<file path="src/rtl/result_frame_tx_pkg.sv">
// Shared types and constants for the result framer: record layout, frame
// lengths, FSM encoding and the byte-select helper.
package result_frame_tx_pkg;

  localparam logic [7:0] SYNC0_DEF       = 8'hA5;
  localparam logic [7:0] SYNC1_DEF       = 8'h5A;
  localparam int         FRAME_LEN_CHK   = 14;
  localparam int         FRAME_LEN_NOCHK = 13;
  localparam int         RESULT_W        = 88;

  // One scan result as produced by the packet processor (8 + 5*16 bits).
  typedef struct packed {
    logic [7:0]  ct;
    logic [15:0] fsa;
    logic [15:0] lsa;
    logic [15:0] alert;
    logic [15:0] maxa;
    logic [15:0] mina;
  } result_t;

  typedef enum logic [1:0] {
    ST_IDLE = 2'd0,
    ST_SEND = 2'd1,
    ST_DONE = 2'd2
  } state_t;

  // Frame byte at position idx; 16-bit fields go out little-endian.
  function automatic logic [7:0] frame_byte(input result_t r, input logic [3:0] idx,
                                            input logic [7:0] s0, input logic [7:0] s1,
                                            input logic [7:0] chk);
    logic [7:0] b;
    b = 8'h00;
    case (idx)
      4'd0:    b = s0;
      4'd1:    b = s1;
      4'd2:    b = r.ct;
      4'd3:    b = r.fsa[7:0];
      4'd4:    b = r.fsa[15:8];
      4'd5:    b = r.lsa[7:0];
      4'd6:    b = r.lsa[15:8];
      4'd7:    b = r.alert[7:0];
      4'd8:    b = r.alert[15:8];
      4'd9:    b = r.maxa[7:0];
      4'd10:   b = r.maxa[15:8];
      4'd11:   b = r.mina[7:0];
      4'd12:   b = r.mina[15:8];
      4'd13:   b = chk;
      default: b = 8'h00;
    endcase
    return b;
  endfunction

endpackage

</file>
<file path="src/rtl/result_frame_tx_if.sv">
// Result input and byte-stream output bundle of the framer.
interface result_frame_tx_if;
  logic        rx_dv;
  logic [7:0]  s_CT;
  logic [15:0] s_FSA;
  logic [15:0] s_LSA;
  logic [15:0] obs_alert;
  logic [15:0] max_dist_angle;
  logic [15:0] min_dist_angle;
  logic        tx_ready;
  logic        tx_valid;
  logic [7:0]  tx_byte;

  // Producer of results / consumer of bytes.
  modport master (
    output rx_dv, s_CT, s_FSA, s_LSA, obs_alert, max_dist_angle, min_dist_angle, tx_ready,
    input  tx_valid, tx_byte
  );

  // The framer itself.
  modport slave (
    input  rx_dv, s_CT, s_FSA, s_LSA, obs_alert, max_dist_angle, min_dist_angle, tx_ready,
    output tx_valid, tx_byte
  );
endinterface

</file>
<file path="src/rtl/result_frame_tx_result_slot.sv">
// One result record register with a valid flag; used for snapshot and pending.
module result_slot
  import result_frame_tx_pkg::*;
(
  input  logic    clk,
  input  logic    reset_n,
  input  logic    load_i,
  input  logic    clear_i,
  input  result_t d_i,
  output result_t q_o,
  output logic    valid_o
);

  result_t data_q;
  logic    valid_q;

  // Load wins over clear so a promote-and-refill in one cycle keeps the slot full.
  always_ff @(posedge clk or negedge reset_n) begin
    if (!reset_n) begin
      data_q  <= '0;
      valid_q <= 1'b0;
    end else if (load_i) begin
      data_q  <= d_i;
      valid_q <= 1'b1;
    end else if (clear_i) begin
      data_q  <= '0;
      valid_q <= 1'b0;
    end
  end

  assign q_o     = data_q;
  assign valid_o = valid_q;

endmodule

</file>
<file path="src/rtl/result_frame_tx.sv">
// Scan-result framer: snapshots a result on rx_dv, serialises it as a
// sync-prefixed little-endian byte frame with optional checksum, and
// buffers one further result while a frame is in flight.
module result_frame_tx
  import result_frame_tx_pkg::*;
#(
  parameter logic [7:0] SYNC0  = SYNC0_DEF,
  parameter logic [7:0] SYNC1  = SYNC1_DEF,
  parameter bit         CHK_EN = 1'b1
) (
  input  logic                clk,
  input  logic                reset_n,
  result_frame_tx_if.slave    bus,
  output logic                busy,
  output logic                frame_done,
  output logic                overrun
);

  localparam int         FLEN     = CHK_EN ? FRAME_LEN_CHK : FRAME_LEN_NOCHK;
  localparam logic [3:0] LAST_IDX = 4'(FLEN - 1);

  state_t     state_q, state_d;
  logic [3:0] idx_q, idx_d;
  logic [7:0] chk_q, chk_d;
  logic       ovr_q, ovr_d;

  result_t    in_res, snap_q, pend_q, snap_src;
  logic       snap_ld, snap_clr, snap_vld;
  logic       pend_ld, pend_clr, pend_full;
  logic [7:0] byte_c;
  logic       xfer;

  assign in_res = '{ct:    bus.s_CT,      fsa:  bus.s_FSA,          lsa:  bus.s_LSA,
                    alert: bus.obs_alert, maxa: bus.max_dist_angle, mina: bus.min_dist_angle};

  result_slot u_snap (
    .clk(clk), .reset_n(reset_n), .load_i(snap_ld), .clear_i(snap_clr),
    .d_i(snap_src), .q_o(snap_q), .valid_o(snap_vld)
  );

  result_slot u_pend (
    .clk(clk), .reset_n(reset_n), .load_i(pend_ld), .clear_i(pend_clr),
    .d_i(in_res), .q_o(pend_q), .valid_o(pend_full)
  );

  assign byte_c       = frame_byte(snap_q, idx_q, SYNC0, SYNC1, chk_q);
  assign bus.tx_valid = (state_q == ST_SEND) && snap_vld;
  assign bus.tx_byte  = (state_q == ST_SEND) ? byte_c : 8'h00;
  assign xfer         = bus.tx_valid && bus.tx_ready;

  assign busy       = (state_q != ST_IDLE) || pend_full;
  assign frame_done = (state_q == ST_DONE);
  assign overrun    = ovr_q;

  // State, byte index, running checksum and sticky overrun flag.
  always_ff @(posedge clk or negedge reset_n) begin
    if (!reset_n) begin
      state_q <= ST_IDLE;
      idx_q   <= 4'd0;
      chk_q   <= 8'h00;
      ovr_q   <= 1'b0;
    end else begin
      state_q <= state_d;
      idx_q   <= idx_d;
      chk_q   <= chk_d;
      ovr_q   <= ovr_d;
    end
  end

  // Next-state, slot control and checksum accumulation.
  always_comb begin
    state_d  = state_q;
    idx_d    = idx_q;
    chk_d    = chk_q;
    ovr_d    = ovr_q;
    snap_ld  = 1'b0;
    snap_clr = 1'b0;
    snap_src = in_res;
    pend_ld  = 1'b0;
    pend_clr = 1'b0;
    case (state_q)
      ST_IDLE: begin
        if (bus.rx_dv) begin
          snap_ld = 1'b1;
          idx_d   = 4'd0;
          chk_d   = 8'h00;
          state_d = ST_SEND;
        end
      end
      ST_SEND: begin
        if (xfer) begin
          idx_d = idx_q + 4'd1;
          // Only payload bytes count; sync and the checksum byte itself do not.
          if (idx_q >= 4'd2 && idx_q <= 4'd12) chk_d = chk_q + byte_c;
          if (idx_q == LAST_IDX) state_d = ST_DONE;
        end
        if (bus.rx_dv) begin
          if (!pend_full) pend_ld = 1'b1;
          else            ovr_d   = 1'b1;
        end
      end
      ST_DONE: begin
        idx_d = 4'd0;
        chk_d = 8'h00;
        if (pend_full) begin
          // Promote pending; a result arriving now refills the slot in the same edge.
          snap_ld  = 1'b1;
          snap_src = pend_q;
          state_d  = ST_SEND;
          if (bus.rx_dv) pend_ld  = 1'b1;
          else           pend_clr = 1'b1;
        end else if (bus.rx_dv) begin
          // Nothing queued: start the new result directly rather than parking it.
          snap_ld = 1'b1;
          state_d = ST_SEND;
        end else begin
          snap_clr = 1'b1;
          state_d  = ST_IDLE;
        end
      end
      default: state_d = ST_IDLE;
    endcase
  end

endmodule

</file>
<file path="src/flat_wrapper.sv">
// flat-port wrapper written by rule: the top's interface ports become plain ports
module result_frame_tx_flat import result_frame_tx_pkg::*;
#(
  parameter logic [7:0] SYNC0  = SYNC0_DEF,
  parameter logic [7:0] SYNC1  = SYNC1_DEF,
  parameter bit         CHK_EN = 1'b1
)
  (clk, reset_n, busy, frame_done, overrun, bus_rx_dv, bus_s_CT, bus_s_FSA, bus_s_LSA, bus_obs_alert, bus_max_dist_angle, bus_min_dist_angle, bus_tx_ready, bus_tx_valid, bus_tx_byte);
  result_frame_tx_if bus_i ();
  input  logic clk;
  input  logic reset_n;
  output logic busy;
  output logic frame_done;
  output logic overrun;
  input wire logic [$bits(bus_i.rx_dv)-1:0] bus_rx_dv;
  input wire logic [$bits(bus_i.s_CT)-1:0] bus_s_CT;
  input wire logic [$bits(bus_i.s_FSA)-1:0] bus_s_FSA;
  input wire logic [$bits(bus_i.s_LSA)-1:0] bus_s_LSA;
  input wire logic [$bits(bus_i.obs_alert)-1:0] bus_obs_alert;
  input wire logic [$bits(bus_i.max_dist_angle)-1:0] bus_max_dist_angle;
  input wire logic [$bits(bus_i.min_dist_angle)-1:0] bus_min_dist_angle;
  input wire logic [$bits(bus_i.tx_ready)-1:0] bus_tx_ready;
  output wire logic [$bits(bus_i.tx_valid)-1:0] bus_tx_valid;
  output wire logic [$bits(bus_i.tx_byte)-1:0] bus_tx_byte;
  assign bus_i.rx_dv = bus_rx_dv;
  assign bus_i.s_CT = bus_s_CT;
  assign bus_i.s_FSA = bus_s_FSA;
  assign bus_i.s_LSA = bus_s_LSA;
  assign bus_i.obs_alert = bus_obs_alert;
  assign bus_i.max_dist_angle = bus_max_dist_angle;
  assign bus_i.min_dist_angle = bus_min_dist_angle;
  assign bus_i.tx_ready = bus_tx_ready;
  assign bus_tx_valid = bus_i.tx_valid;
  assign bus_tx_byte = bus_i.tx_byte;
  result_frame_tx #(.SYNC0(SYNC0), .SYNC1(SYNC1), .CHK_EN(CHK_EN)) u_core (.clk(clk), .reset_n(reset_n), .bus(bus_i), .busy(busy), .frame_done(frame_done), .overrun(overrun));
endmodule
</file>
<file path="config.mk">
export PLATFORM = sky130hd
export DESIGN_NAME = result_frame_tx_flat
export DESIGN_NICKNAME = d
export VERILOG_FILES = /design/src/rtl/result_frame_tx_pkg.sv /design/src/rtl/result_frame_tx_if.sv /design/src/rtl/result_frame_tx_result_slot.sv /design/src/rtl/result_frame_tx.sv /design/src/flat_wrapper.sv
export SDC_FILE = /design/constraint.sdc
export NUM_CORES = 1
export LEC_CHECK = 0
export CAP_MARGIN = 0
export CELL_PAD_IN_SITES_DETAIL_PLACEMENT = 2
export CELL_PAD_IN_SITES_GLOBAL_PLACEMENT = 2
export CORE_MARGIN = 8
export CORE_UTILIZATION = 34
export DETAILED_ROUTE_END_ITERATION = 8
export PLACE_DENSITY_LB_ADDON = 0.2
export SETUP_SLACK_MARGIN = 0.2
export SLEW_MARGIN = 20
export SYNTH_ARGS = -nofsm -noshare
export SYNTH_HDL_FRONTEND = slang
export SYNTH_SLANG_ARGS = --single-unit
export TNS_END_PERCENT = 10
</file>
<file path="constraint.sdc">
create_clock -name clk -period 3.54 [get_ports clk]
set_input_delay 0.531 -clock clk [delete_from_list [all_inputs] [get_ports clk]]
set_output_delay 0.531 -clock clk [all_outputs]
set_load 0.02 [all_outputs]
</file>
# After elaboration in Yosys (flattened, before gate mapping)
# Cells that the tools add are included.
[classes]
n_addsub = 2
magnitude_cmp = 2
eq_ne = 19
mux = 37
reduce_logical = 14
[op_table]
columns = ["op", "n"]
rows = [
  ["2-to-1 mux 88 bit", 6],
  ["one-hot mux 8 bit (14 select lines)", 1],
  ["2-to-1 mux 8 bit", 4],
  ["equality test 4 bit, second input constant", 6],
  ["one-hot mux 8 bit (3 select lines)", 1],
  ["equality test 4 x 3 -> 1 bit, second input constant", 4],
  ["2-to-1 mux 1 bit", 15],
  ["one-hot mux 4 bit (3 select lines)", 1],
  ["AND reduction 3 bit", 3],
  ["adder 8 bit", 1],
  ["equality test 4 x 2 -> 1 bit, second input constant", 2],
  ["2-to-1 mux 2 bit", 4],
  ["2-to-1 mux 4 bit", 2],
  ["!= test 2 bit, second input constant", 3],
  ["one-hot mux 2 bit (3 select lines)", 1],
  ["nonzero test 2 bit", 3],
  ["adder 4 x 1 -> 4 bit, second input constant", 1],
  ["equality test 4 x 1 -> 1 bit, second input constant", 1],
  [">= comparator 4 x 2 -> 1 bit, second input constant", 1],
  ["<= comparator 4 bit, second input constant", 1],
  ["zero test 4 bit", 1],
  ["one-hot mux 1 bit (2 select lines)", 2],
  ["AND reduction 4 bit", 1],
  ["logical AND 1 bit", 3],
  ["other kinds (6)", 6],
]
[word_totals]
reg_bits = 193
input_bits = 92
output_inout_bits = 12

# Longest topological paths before layout
# Gate-level depths: netlist of run 1.
[logic_depth]
ltp_word = 6
mapped_depth = 18

# Hierarchy
# A second synthesis of run 1 with hierarchy kept.
[unflattened]
cells_unflattened = 737
hier_area_um2 = 9258.9
[modules_own_cells]
columns = ["module", "n_inst", "cells_each", "area_per_inst_um2"]
rows = [
  ["result_slot", 2, 199, 3136.8],
  ["result_frame_tx", 1, 339, 2985.4],
]

# Worst setup path after synthesis of run 1
# OpenSTA, ideal clock, no wires.
[synth_path]
path_type = "register to register"
startpoint = "register u_core.idx_q[1]"
endpoint = "register u_core.chk_q[7]"
setup_ps = 80
t_arrival_ps = 3244
required_time_ps = 3460
setup_slack_ps = 216
path_stages_with_launch = 16
path_buffers = 3
path_cell_list = "dfrtp_1 inv_1 ha_1 clkbuf_2 buf_2 buf_1 nand3_1 o21ai_0 a221oi_1 o21ai_0 ha_1 or4_1 o22a_1 o21ai_0 or4b_4 o211ai_2"
[synth_via]
elab_chain_len = 6
word_cells_on_any_way = 24
classes_between = "1 x add/sub; 2 x order compare; 14 x eq/ne; 4 x mux; 3 x reduce/logical"
[synth_lines]
columns = ["element", "line", "source"]
rows = [
  ["from (decl)", "result_frame_tx.sv:23", "logic [3:0] idx_q, idx_d;"],
  ["from (signal assigned)", "result_frame_tx.sv:64", "idx_q <= idx_d;"],
  ["equality test 4 bit (tied with other cells)", "result_frame_tx_pkg.sv:33", "case (idx)"],
  ["one-hot mux 8 bit (14 select lines)", "result_frame_tx_pkg.sv:33", ""],
  ["adder 8 bit", "result_frame_tx.sv:94", "if (idx_q >= 4'd2 && idx_q <= 4'd12) chk_d = chk_q + byte_c;"],
  ["2-to-1 mux 8 bit", "result_frame_tx.sv:94", ""],
  ["2-to-1 mux 8 bit", "result_frame_tx.sv:91", "if (xfer) begin"],
  ["one-hot mux 8 bit (3 select lines)", "result_frame_tx.sv:81", "case (state_q)"],
  ["to (signal assigned)", "result_frame_tx.sv:65", "chk_q <= chk_d;"],
  ["to (decl)", "result_frame_tx.sv:24", "logic [7:0] chk_q, chk_d;"],
]
# Parallel ways exist; a longest one is shown, timed or not. The select of a mux whose other input is x is not followed.
# A chain may end at the register's enable or synchronous reset.

# Worst setup path after layout of run 1
[layout_path]
startpoint = "register u_core.idx_q[0]"
endpoint = "register u_core.chk_q[7]"
# Same word-level chain as after synthesis.

==> metrics, run 1 <==
multi-input logic area 3298 um2; top cells by area, synth dfrtp_1 (56%), a222oi_1 (11%), a22o_1 (9.8%), inv_1 (4.3%), ha_1 (2.2%); FMAX 296.7 MHz; Die Area just over 30000 um2; Power Density 830.6 nW/um2; Finished Core Util 43.19%; DRC violations left 0; Post-Layout Cell Count 1195; core area 25180 um2; Detail Placement HPWL about 22000 um; starting density of the core 34.53%; Setup-failing EPs final 0; Pre-Repair DR Iteration Count 6; hold crit path type primary input to asynchronous set/reset pin; vias in the first global route 7961; clk sink count 193; fin crit share 95.21%; total number of vias 7205; Worst-Margin Slew 0.9176 ns; Vert. Die Dim 175.9 um; DR WL/cell 26.49 um; vias per cell between 6 and 7; Cell Area, Synth ~8700 um2; TritonCTS clock tree built; initial antenna violation count 3; Seq cells post-synth 193; CP Launch Type flop; Cells after DPL 1161; Top FF cell, synth dfrtp_1; total gr overflow 0; top-count cell post-synth dfrtp_1; Overall Power 9.034 mW; worst hold margin 0.1163 ns; crit end category flop; synth unique cells slightly below 60; Final Hold Viols 0; Max Root-Sink Buffers 2; fin. max-slew vios 0; Layout fillers 2550; min Tclk post-route 3.371 ns; share of cells above drive strength 1 12.72%; maxcap violations 0; data required time at the worst endpoint 3.90 ns; maximum vdd drop about 0.38 mV; RSZ-0062 raised after global routing yes; H-tree levels 4; P&R area growth vs syn 25.08%; Num CTS Buffers 17; port bufs 103; Final Wtd Congestion 0.9167; clock skew ~0.011 ns; Yosys warning total 0; Post-Syn Nets roughly 870; Clock transition at path regs approximately 0.07 ns; Final Net Count 961; Synth top cells by count dfrtp_1 (193), inv_1 (100), a22o_1 (97); kind of critical path flop to flop; Row Count between 50 and 60; Async SR Flop Fraction 100.0%; cells after synthesis 757; post-synth top area cell dfrtp_1; Yosys top cell area share between 50 and 60%; Final ANT Viol Nets 0; Worst Path Max Fanout 14; Root Buffer clkbuf_16; status finished, final reports clean; pre-CTS setup slack -0.06213 ns; largest net degree at the start of global routing 82; Detailed Route WL 31650 um; clk_lat worst skew between 0.4 and 0.5 ns; global-route wire length before repair about 50000 um; Ports roughly 100; diode count 0; Worst Setup Slack, final 0.1695 ns; Total GRT Usage 20.42%; initial drt markers 756; Leak Pwr about 5.3 nW; Rel. slew slack 38.02%; Post-synth EDFFs 0; Critical Path AT 3.73 ns; syn avg cell area 11.49 um2; Seq. cell area 4833 um2; chip width 175.9 um; sequential cell area fraction in the yosys report a little under three fifths
[final timing paths]
path / start / to / slack (ns) / cells past startpoint
worst min register to register: u_core.overrun / u_core.overrun / 0.47 / 1
worst max-delay path: u_core.idx_q[0] / u_core.chk_q[7] / 0.17 / 13
max in group asynchronous: reset_n / u_core.u_pend.q_o[61] / 2.45 / 2
worst max register to register: u_core.idx_q[0] / u_core.chk_q[7] / 0.17 / 13
worst min-delay path: reset_n / u_core.overrun / 0.12 / 1
min in group clk: u_core.overrun / u_core.overrun / 0.47 / 1
[per-layer routing]
metal  track usage, %  vias to the layer above  routed length (um)
li1                 -                     3100                   -
met1            26.71                     3845               14080
met2            33.93                      214               15450
met3            3.908                       40                1433
met4            5.934                        6                 652
met5                0                        -                  38
[flip-flops by register name, indices dropped and copies added, names as in the netlist]
signal,cells
u_core.idx_q,4
u_core.u_pend.valid_o,1
u_core.overrun,1
u_core.u_snap.q_o,88
u_core.chk_q,8
u_core.u_pend.q_o,88
u_core.u_snap.valid_o,1
u_core.state_q,2
[cell usage in the layout, fill, tap and decap left out, types with 4 or more instances in the layout]
cell and instances:
a22o_1 97, nand2_1 32, clkdlybuf4s50_1 94, a21oi_1 13, and2_1 6, nor2_1 16, a222oi_1 93, buf_4 39
nor2b_1 8, clkbuf_16 17, o21ai_0 15, dlymetal6s2s_1 4, nor3_1 4, mux2i_1 5, a31oi_1 6, a22oi_1 10
inv_8 4, ha_1 10, inv_1 99, nand3_1 8, dfrtp_1 190
[cell families after synthesis]
| logic type | Yosys count | synth area share [%] |
|---|---|---|
| XOR/XNOR | 4 | 0.4030 |
| AND/OR/NAND/NOR | 85 | 4.835 |
| buffers and inverters | 170 | 7.856 |
| multiplexers | 8 | 1.094 |
| AO/OA/AOI/OAI | 281 | 27.89 |
| flip-flops | 193 | 55.54 |
| adder cells (fa/ha/maj) | 16 | 2.388 |
[report_power, final]
part	leakage [nW]	switching [mW]	internal, mW
logic	2.53	1.76	1.42
registers	2.45	0.841	3.08
clock network	0.281	0.919	1.02
total	5.27	3.52	5.51
[through the flow]
step | area [um2] | TNS [ns]
global route | 10880 | 0
floorplan | 8696 | 0
CTS | 10790 | 0
detailed placement | 10190 | -0.06358
finish | 10880 | 0
global placement | 10190 | 0
[critical path, cell delays in order, from the launching register on]
cell and delay, ns:
dfrtp_2 0.45, buf_4 0.16, ha_4 0.21, a22oi_1 0.21
nor2_1 0.06, a31oi_1 0.17, o221ai_1 0.15, a211o_1 0.33
ha_1 0.22, or4_1 0.47, o22a_1 0.24, o21ai_0 0.08
or4b_4 0.47, o211ai_2 0.07
[area by class of cell]
type | count | area share, %
multi-input cells | 394 | 30.32
clock buffers | 18 | 4.038
well taps | 330 | 3.796
repair buffers | 144 | 12.52
clock inverters | 13 | 1.311
flip-flops and latches | 193 | 44.44
inverters | 103 | 3.578
[repair_timing]
item                       4_1_cts  5_1_grt
hold endpoints to repair         0        0
pin swaps                        0        4
hold buffers                     0        0
resized for setup               13       26
setup endpoints to repair       12       12
buffers inserted                 0        3
Note: power is estimated with default switching activity, not from simulation.
==> run 2, diff against run 1 <==
--- a/config.mk
+++ b/config.mk
@@ -5,7 +5,7 @@
 export SDC_FILE = /design/constraint.sdc
 export NUM_CORES = 1
 export LEC_CHECK = 0
-export CAP_MARGIN = 0
+export CAP_MARGIN = 15
 export CELL_PAD_IN_SITES_DETAIL_PLACEMENT = 2
 export CELL_PAD_IN_SITES_GLOBAL_PLACEMENT = 2
 export CORE_MARGIN = 8
@@ -13,7 +13,6 @@
 export DETAILED_ROUTE_END_ITERATION = 8
 export PLACE_DENSITY_LB_ADDON = 0.2
 export SETUP_SLACK_MARGIN = 0.2
-export SLEW_MARGIN = 20
 export SYNTH_ARGS = -nofsm -noshare
 export SYNTH_HDL_FRONTEND = slang
 export SYNTH_SLANG_ARGS = --single-unit
==> results of run 2 <==
Final layout, timing and power as in run 1 (identical DEF).
==> run 3, diff against run 2 <==
--- a/config.mk
+++ b/config.mk
@@ -9,8 +9,10 @@
 export CELL_PAD_IN_SITES_DETAIL_PLACEMENT = 2
 export CELL_PAD_IN_SITES_GLOBAL_PLACEMENT = 2
 export CORE_MARGIN = 8
-export CORE_UTILIZATION = 34
+export CORE_UTILIZATION = 38
+export CTS_CLUSTER_DIAMETER = 200
 export DETAILED_ROUTE_END_ITERATION = 8
+export DONT_BUFFER_PORTS = 1
 export PLACE_DENSITY_LB_ADDON = 0.2
 export SETUP_SLACK_MARGIN = 0.2
 export SYNTH_ARGS = -nofsm -noshare
==> run 3 against run 2 <==
  * The run now ends with negative hold slack left
  * Wire length is 0.22% higher
  * Sequential power hardly changed
  * Non-clock buffer count is 76 lower
  * Power is 3.0% higher
  * Flip-flop and latch count stayed put
==> metrics, run 3 (synthesized netlist as in run 1, its figures left out) <==
vias in the first global route 7506; Ports roughly 100; clock skew 0.01491 ns; failing checks negative hold slack; largest net degree at the start of global routing 194; Final Hold Viols roughly 190; Detail Placement HPWL 20170 um; data required time at the worst endpoint 3.91 ns; Worst Path Max Fanout 7; total gr overflow 0; Root Buffer clkbuf_16; maxcap violations 0; maximum vdd drop 0.3256 mV; P&R area growth vs syn 16.46%; share of cells above drive strength 1 19.37%; DR WL/cell a little under 30 um; TritonCTS clock tree built; R2R depth 13; Critical Path AT between 3 and 4 ns; Worst-Margin Slew 1.124 ns; Detailed Route WL 31720 um; starting density of the core 38.53%; Setup-failing EPs final 0; status complete, but fails checks; Final Wtd Congestion about 0.91; clk_lat worst skew around 0.45 ns; fin crit share between 90% and 100%; DRC violations left 0; Power Density slightly above 900 nW/um2; Row Count between 50 and 60; CP Launch Type flop; Vert. Die Dim about 170 um; total number of vias around 6900; Worst Setup Slack, final roughly 0.074 ns; initial antenna violation count 0; H-tree levels 4; chip width 167.3 um; min Tclk post-route 3.466 ns; clk sink count 193; Rel. slew slack 25.06%; Pre-Repair DR Iteration Count 6; Max Root-Sink Buffers 2; Finished Core Util between 40% and 50%; hold crit path type primary input to asynchronous set/reset pin; Total GRT Usage 22.15%; Clock transition at path regs ~0.080 ns; diode count 0; R2R Path End u_core.chk_q[7]; FMAX 288.5 MHz; kind of critical path flop to flop; Die Area 27980 um2; Leak Pwr around 5 nW; crit end category flop; r2r setup slk 0.07 ns; most common cell after layout, fill and taps aside dfrtp_1; vias per cell 6.463; RSZ-0062 raised after global routing yes; core area 22570 um2; global-route wire length before repair 47670 um; Final Net Count between 800 and 900; most frequent cells in the layout dfrtp_1 (189), a22o_1 (97), inv_1 (97); initial drt markers 865; Layout fillers 2279; Final ANT Viol Nets 0; Crit Reg-Reg Startpoint u_core.idx_q[0]; pre-CTS setup slack -0.1136 ns; fin. max-slew vios 0; port bufs 0; Num CTS Buffers 17; worst hold margin -0.2280 ns
-- run 3: worst max path at each step --
| stage | startpoint | endpoint | slack [ns] | cells past startpoint |
|---|---|---|---|---|
| after floorplan | u_core.idx_q[1] | u_core.chk_q[7] | 0.22 | 15 |
| after CTS | u_core.idx_q[0] | u_core.chk_q[7] | 0.18 | 13 |
| after detailed placement | u_core.idx_q[0] | u_core.chk_q[7] | -0.11 | 13 |
| after global routing | u_core.idx_q[0] | u_core.chk_q[7] | -0.02 | 13 |
| after global placement | u_core.idx_q[0] | u_core.chk_q[7] | 0.1 | 13 |
| final | u_core.idx_q[0] | u_core.chk_q[7] | 0.07 | 13 |
-- run 3: timing repair --
item                       4_1_cts  5_1_grt
hold endpoints to repair       193      193
resized for setup               32       28
setup endpoints to repair       10        7
setup buffers                   10       19
pin swaps                       12       21
-- run 3: layout make-up --
| class | instances | area [um2] | share of cell area, % |
|---|---|---|---|
| sequential | 193 | 4835 | 47.74 |
| multi-input combinational | 394 | 3390 | 33.47 |
| timing repair buffer | 68 | 579.3 | 5.720 |
| clock buffer | 18 | 429.2 | 4.238 |
| inverter | 103 | 391.6 | 3.867 |
| tap | 285 | 356.6 | 3.521 |
| clock inverter | 14 | 146.4 | 1.446 |
-- run 3: per-stage QoR --
stage                     power, mW  hold WS, ns  area, um2  setup TNS [ns]  instances
after detailed placement      6.760       0.2478       9096         -0.1451       1013
after floorplan               5.446       0.2354       8696               0        757
after global routing          9.741      -0.2376      10130        -0.02139       1075
after global placement        6.561       0.2473       9096               0       1013
after CTS                     9.019      -0.2318       9862               0       1055
final                         9.304      -0.2280      10130               0       1075
-- run 3: critical path: stages, from the launching register on --
cell and delay (ns):
dfrtp_2 0.50, ha_4 0.20, buf_6 0.13, a222oi_1 0.50
nor2_1 0.12, a31oi_1 0.21, o211ai_1 0.18, ha_1 0.37
a211oi_2 0.25, nor2_2 0.08, o22a_1 0.21, o21ai_1 0.09
or4b_4 0.47, o211ai_2 0.07
-- run 3: power breakdown --
group	leakage [nW]	switching (mW)	total, mW	internal [mW]
logic	2.21	1.85	3.42	1.57
registers	2.45	0.864	3.94	3.08
clock network	0.281	1.01	1.95	0.941
total	4.94	3.72	9.30	5.59
-- run 3: routing by layer --
| layer | up-vias | wire length, um | track usage [%] |
|---|---|---|---|
| met3 | 44 | 2145 | 6.490 |
| met4 | 0 | 578 | 7.026 |
| li1 | 2942 | - | - |
| met1 | 3757 | 12930 | 27.18 |
| met2 | 205 | 16070 | 37.07 |
| met5 | - | 0 | 0 |
==> edit 1, RTL diff (settings of run 2) <==
Re-encode `state_t` (3 states) as one-hot, 3 bits wide.
--- a/src/rtl/result_frame_tx_pkg.sv
+++ b/src/rtl/result_frame_tx_pkg.sv
@@ -19,8 +19,8 @@
   } result_t;
 
-  typedef enum logic [1:0] {
-    ST_IDLE = 2'd0,
-    ST_SEND = 2'd1,
-    ST_DONE = 2'd2
+  typedef enum logic [2:0] {
+    ST_IDLE = 3'b001,
+    ST_SEND = 3'b010,
+    ST_DONE = 3'b100
   } state_t;
 
Check against the original RTL: same outputs for any inputs over 4 cycles, from zero or initial values and one cycle with reset_n low; so few cycles prove little.
==> edit 1 against run 2 <==
  * Worst setup slack lost 0.11 ns
  * Routed wire length shrank 7.5%
  * First-iteration DRC count shrank 38%
  * Register-to-register slack gained 0.03 ns
  * Design area grew 2.9%
  * Synthesized area grew 4.9%
  * Sequential cell count grew 1
  * Critical endpoint is now bus_tx_byte[6]
Power is not compared: it rests on default switching activity, and its combinational part moved more than twofold at a synthesized area within 25%.
==> edit 1: results <==
set metrics [dict create \
    r2r-end "u_core.chk_q[6]$_DFFE_PN0P_" \
    r2r_start "u_core.idx_q[1]$_DFFE_PN0P_" \
    viasPerCell 5.48 \
    drtPass1Iterations 9 \
    hold_slack_ns 0.126 \
    place_area_um2 10600 \
    final_net_count 1032 \
    wl_met3_um 981 \
    grt_max_degree 92 \
    dp_hpwl_mm 20.9 \
    highest_layer "met4" \
    multiInputGateArea_um2 3960 \
    grt_pass1_wl_mm 47.0 \
    r2r_cells 17 \
    drt_iter0_markers 467 \
    clkCellAreaFrac_pct 5.16 \
    worst_pin_slew_ns 0.824 \
    syn_avg_cell_area_um2 10.9 \
    drive_gt1_share_pct 9.35 \
    met3_usage_pct 3.27 \
    nMultiInputCombCells 567 \
    grt_pass1_vias 7816 \
    buffers_excl_clock 134 \
    grt_util_met2_pct 29.6 \
    globalRouteTotalUtil_pct 18.3 \
    ys_top_cells_by_count "193 x dfrtp_1, 115 x nand2_1, 97 x mux2i_1, 92 x o21ai_0, 88 x a22o_1" \
    wl_mm 29.3 \
    buffer_area_share_pct 11.8 \
    antenna_found_initial 0 \
    inverters 14 \
    synthTopCellsByArea "dfrtp_1 53%, mux2i_1 11%, a22o_1 8.5%, o21ai_0 5.0%, nand2_1 4.7%" \
    wl_met1_mm 13.8 \
    status "complete, no violations" \
    routabilityCongestion 0.864 \
    num-fill-cells 2781 \
    sh_seq_area_pct 43.4 \
    seq_cell_count 194 \
    dp_slack_ns 0.144 \
]
==> edit 1: critical path, stage by stage, from the launching register on <==
cell and delay, ns:
dfrtp_2 0.46, inv_1 0.15, ha_2 0.30, buf_4 0.20, a22oi_1 0.08, o22ai_1 0.25
a21oi_1 0.07, o2111ai_1 0.19, and2_1 0.21, clkdlybuf4s50_1 0.61
==> edit 1: logic make-up after synthesis <==
family / share of synthesized area [%]
compound gates: 20.8
flops: 53.2
simple gates: 8.53
mux: 10.8
buf+inv: 4.33
fa+ha+maj: 1.73
xor+xnor: 0.576
==> edit 1: what timing repair did <==
item / CTS / global route
endpoints found under the setup margin: 10 / 13
setup buffers: 1 / 0
gates resized for setup: 12 / 12
hold endpoints to repair: 0 / 0
pin swaps: 2 / 6
==> edit 1: how the worst max path moves through the flow <==
stage | end | from | slack, ns
after global routing | bus_tx_byte[6] | u_core.idx_q[1]$_DFFE_PN0P_ | -0.07
after detailed placement | u_core.chk_q[6]$_DFFE_PN0P_ | u_core.idx_q[1]$_DFFE_PN0P_ | 0.14
final | bus_tx_byte[6] | u_core.idx_q[0]$_DFFE_PN0P_ | 0.06
after CTS | bus_tx_byte[4] | u_core.idx_q[0]$_DFFE_PN0P_ | 0.008
after floorplan | u_core.chk_q[7]$_DFFE_PN0P_ | u_core.idx_q[0]$_DFFE_PN0P_ | 0.43
after global placement | u_core.chk_q[7]$_DFFE_PN0P_ | u_core.idx_q[0]$_DFFE_PN0P_ | 0.27
==> edit 1: power groups by stage <==
stage               Combinational, W  Sequential (W)  Clock (W)
finish                      0.000531         0.00265    0.00194
detailed placement          0.000538         0.00269          0
global placement            0.000526         0.00268          0
floorplan                   0.000307         0.00265          0
CTS                         0.000547         0.00265    0.00199
global route                0.000592         0.00268    0.00207
==> edit 2, RTL diff (config.mk and constraints of run 2) <==
Without the edit above. `CHK_EN` is set to 1'b1 in 2 places; all go to 1'b0.
--- a/src/rtl/result_frame_tx.sv
+++ b/src/rtl/result_frame_tx.sv
@@ -7,5 +7,5 @@
   parameter logic [7:0] SYNC0  = SYNC0_DEF,
   parameter logic [7:0] SYNC1  = SYNC1_DEF,
-  parameter bit         CHK_EN = 1'b1
+  parameter bit         CHK_EN = 1'b0
 ) (
   input  logic                clk,
--- a/src/flat_wrapper.sv
+++ b/src/flat_wrapper.sv
@@ -4,5 +4,5 @@
   parameter logic [7:0] SYNC0  = SYNC0_DEF,
   parameter logic [7:0] SYNC1  = SYNC1_DEF,
-  parameter bit         CHK_EN = 1'b1
+  parameter bit         CHK_EN = 1'b0
 )
   (clk, reset_n, busy, frame_done, overrun, bus_rx_dv, bus_s_CT, bus_s_FSA, bus_s_LSA, bus_obs_alert, bus_max_dist_angle, bus_min_dist_angle, bus_tx_ready, bus_tx_valid, bus_tx_byte);
Behaviour: same outputs for any inputs over 4 cycles, from zero or initial values and one cycle with reset_n low; that may be too few to reach the edited logic, so the function may still have changed.
==> edit 2 against run 2 <==
  * The flow now finishes with violations (DRC)
  * Critical path type is now register to output pin
  * Worst setup slack improved by 0.018 ns
  * Design area shrank 1.1%
  * Utilization shrank 0.21 points
  * Highest routed layer is now met4
  * Synthesized area decreased by 0.83%
  * Critical endpoint is now bus_tx_byte[2]
  * Sequential cell count unchanged
  * Synthesized cell count is 2.1% lower
  * Total power down 4.7%
  * Sequential share of layout area increased by 0.49 points
  * Routed wire length fell by 1.9%
==> edit 2: results <==
set metrics [dict create \
    finClkSkew_ns 0.0124 \
    num-fill-cells 2536 \
    worstPathArrival_ns 2.82 \
    post-cts-setup-buffer-count 2 \
    viasPerCell 6.13 \
    status "finished, violations left" \
    synth-compound-area-share_pct 27.9 \
    ys_seq_area_share_pct 56.0 \
    drtPass1Iterations 9 \
    cts_repair_resize_count 17 \
    violations "DRC" \
    synth_fa_ha_area_share_pct 2.41 \
    synth_cell_types 52 \
    synth_xor_xnor_area_share_pct 0.406 \
    vdd_ir_drop_max_uv 296 \
    grt_pass1_wl_mm 47.9 \
    drc 1 \
    p_leak_nw 5.16 \
    antenna_found_initial 0 \
    drive_gt1_share_pct 11.3 \
    synthTopCellsByArea "dfrtp_1 56%, a222oi_1 11%, a22o_1 10%, inv_1 4.4%, ha_1 2.2%" \
    dp_slack_ns 0.00885 \
    path_max_fanout 17 \
    stdcell_count 1174 \
    routabilityCongestion 0.860 \
    final_net_count 939 \
    synth.area.mux_share_pct 1.19 \
    drt_iter0_markers 910 \
    dp_hpwl_mm 20.8 \
    syn_nets 849 \
    globalRouteTotalUtil_pct 19.8 \
    clock_latency_ns 0.44 \
    dpl.cell_count 1137 \
    grt_pass1_vias 7775 \
    max_slew_margin_pct 44.1 \
    ys_top_cells_by_count "193 x dfrtp_1, 102 x inv_1, 99 x a22o_1, 92 x a222oi_1, 34 x clkbuf_1" \
    syn_avg_cell_area_um2 11.6 \
    wl_mm 31.0 \
    grt_max_degree 94 \
]
## edit 2: changes by cell type after synthesis, sizes merged, moves of 4 or more
cell	before	now
nand2	32	22
nand3	8	4
o21ai	19	14
o22ai	1	5
o31ai	2	6
## edit 2: routing by layer
metal / up-vias / GRT usage (%) / wire length (um)
met5: - / 0 / 0
met4: 0 / 4.80 / 537
met3: 37 / 3.67 / 1490
met2: 247 / 33.1 / 15600
met1: 3882 / 26.3 / 13400
li1: 3035 / - / -
## edit 2: power by group
group | internal, W | switching, W | total, W
Combinational | 0.00126 | 0.00153 | 0.00279
Sequential | 0.00303 | 0.000779 | 0.00381
Clock | 0.00107 | 0.000946 | 0.00201
Total | 0.00536 | 0.00326 | 0.00861
## edit 2: path summary, 6_finish.rpt
| path | start | to | slack (ns) | cells after the start |
|---|---|---|---|---|
| setup / recovery | u_core.idx_q[1]$_DFFE_PN0P_ | bus_tx_byte[2] | 0.19 | 8 |
| hold / removal | reset_n | u_core.u_pend.q_o[33]$_DFFE_PN0P_ | 0.19 | 1 |
| setup reg to reg | u_core.idx_q[1]$_DFFE_PN0P_ | u_core.chk_q[6]$_DFFE_PN0P_ | 0.21 | 13 |
| hold reg to reg | u_core.overrun$_DFFE_PN0P_ | u_core.overrun$_DFFE_PN0P_ | 0.49 | 1 |
| max in group asynchronous | reset_n | u_core.idx_q[1]$_DFFE_PN0P_ | 2.46 | 2 |
| min in group clk | u_core.overrun$_DFFE_PN0P_ | u_core.overrun$_DFFE_PN0P_ | 0.49 | 1 |
## edit 2: layout make-up
cell class | count | area, um^2 | area share, %
clock buffers | 17 | 425 | 3.95
repair buffers | 136 | 1340 | 12.5
inverters | 102 | 383 | 3.56
multi-input cells | 381 | 3190 | 29.7
well taps | 330 | 413 | 3.84
flip-flops and latches | 193 | 4830 | 44.9
clock inverters | 15 | 170 | 1.58
## edit 2: worst max-delay path: stages, from the launching register on
cell and delay (ns):
dfrtp_2 0.41, inv_1 0.10, ha_2 0.24, buf_12 0.17, a221oi_2 0.26, nor3_1 0.10
or4_4 0.57, and2_1 0.20, dlygate4sd2_1 0.32
## edit 2: cell families (layout without fill, tap and decap cells)
group / Yosys count / in the layout
AOI/OAI and AO/OA: 277 / 277
DFF: 193 / 193
buffers and inverters: 167 / 270
and+or+nand+nor: 74 / 74
adders and majority gates: 16 / 16
muxes: 10 / 10
xor gates and xnor gates: 4 / 4
## edit 2: through the flow
| stage | instance area, um^2 | hold slack, ns | total power, W |
|---|---|---|---|
| floorplan | 8620 | 0.235 | 0.00515 |
| global placement | 10100 | 0.471 | 0.00634 |
| detailed placement | 10100 | 0.481 | 0.00651 |
| CTS | 10700 | 0.210 | 0.00861 |
| global route | 10800 | 0.222 | 0.00906 |
| finish | 10800 | 0.189 | 0.00861 |
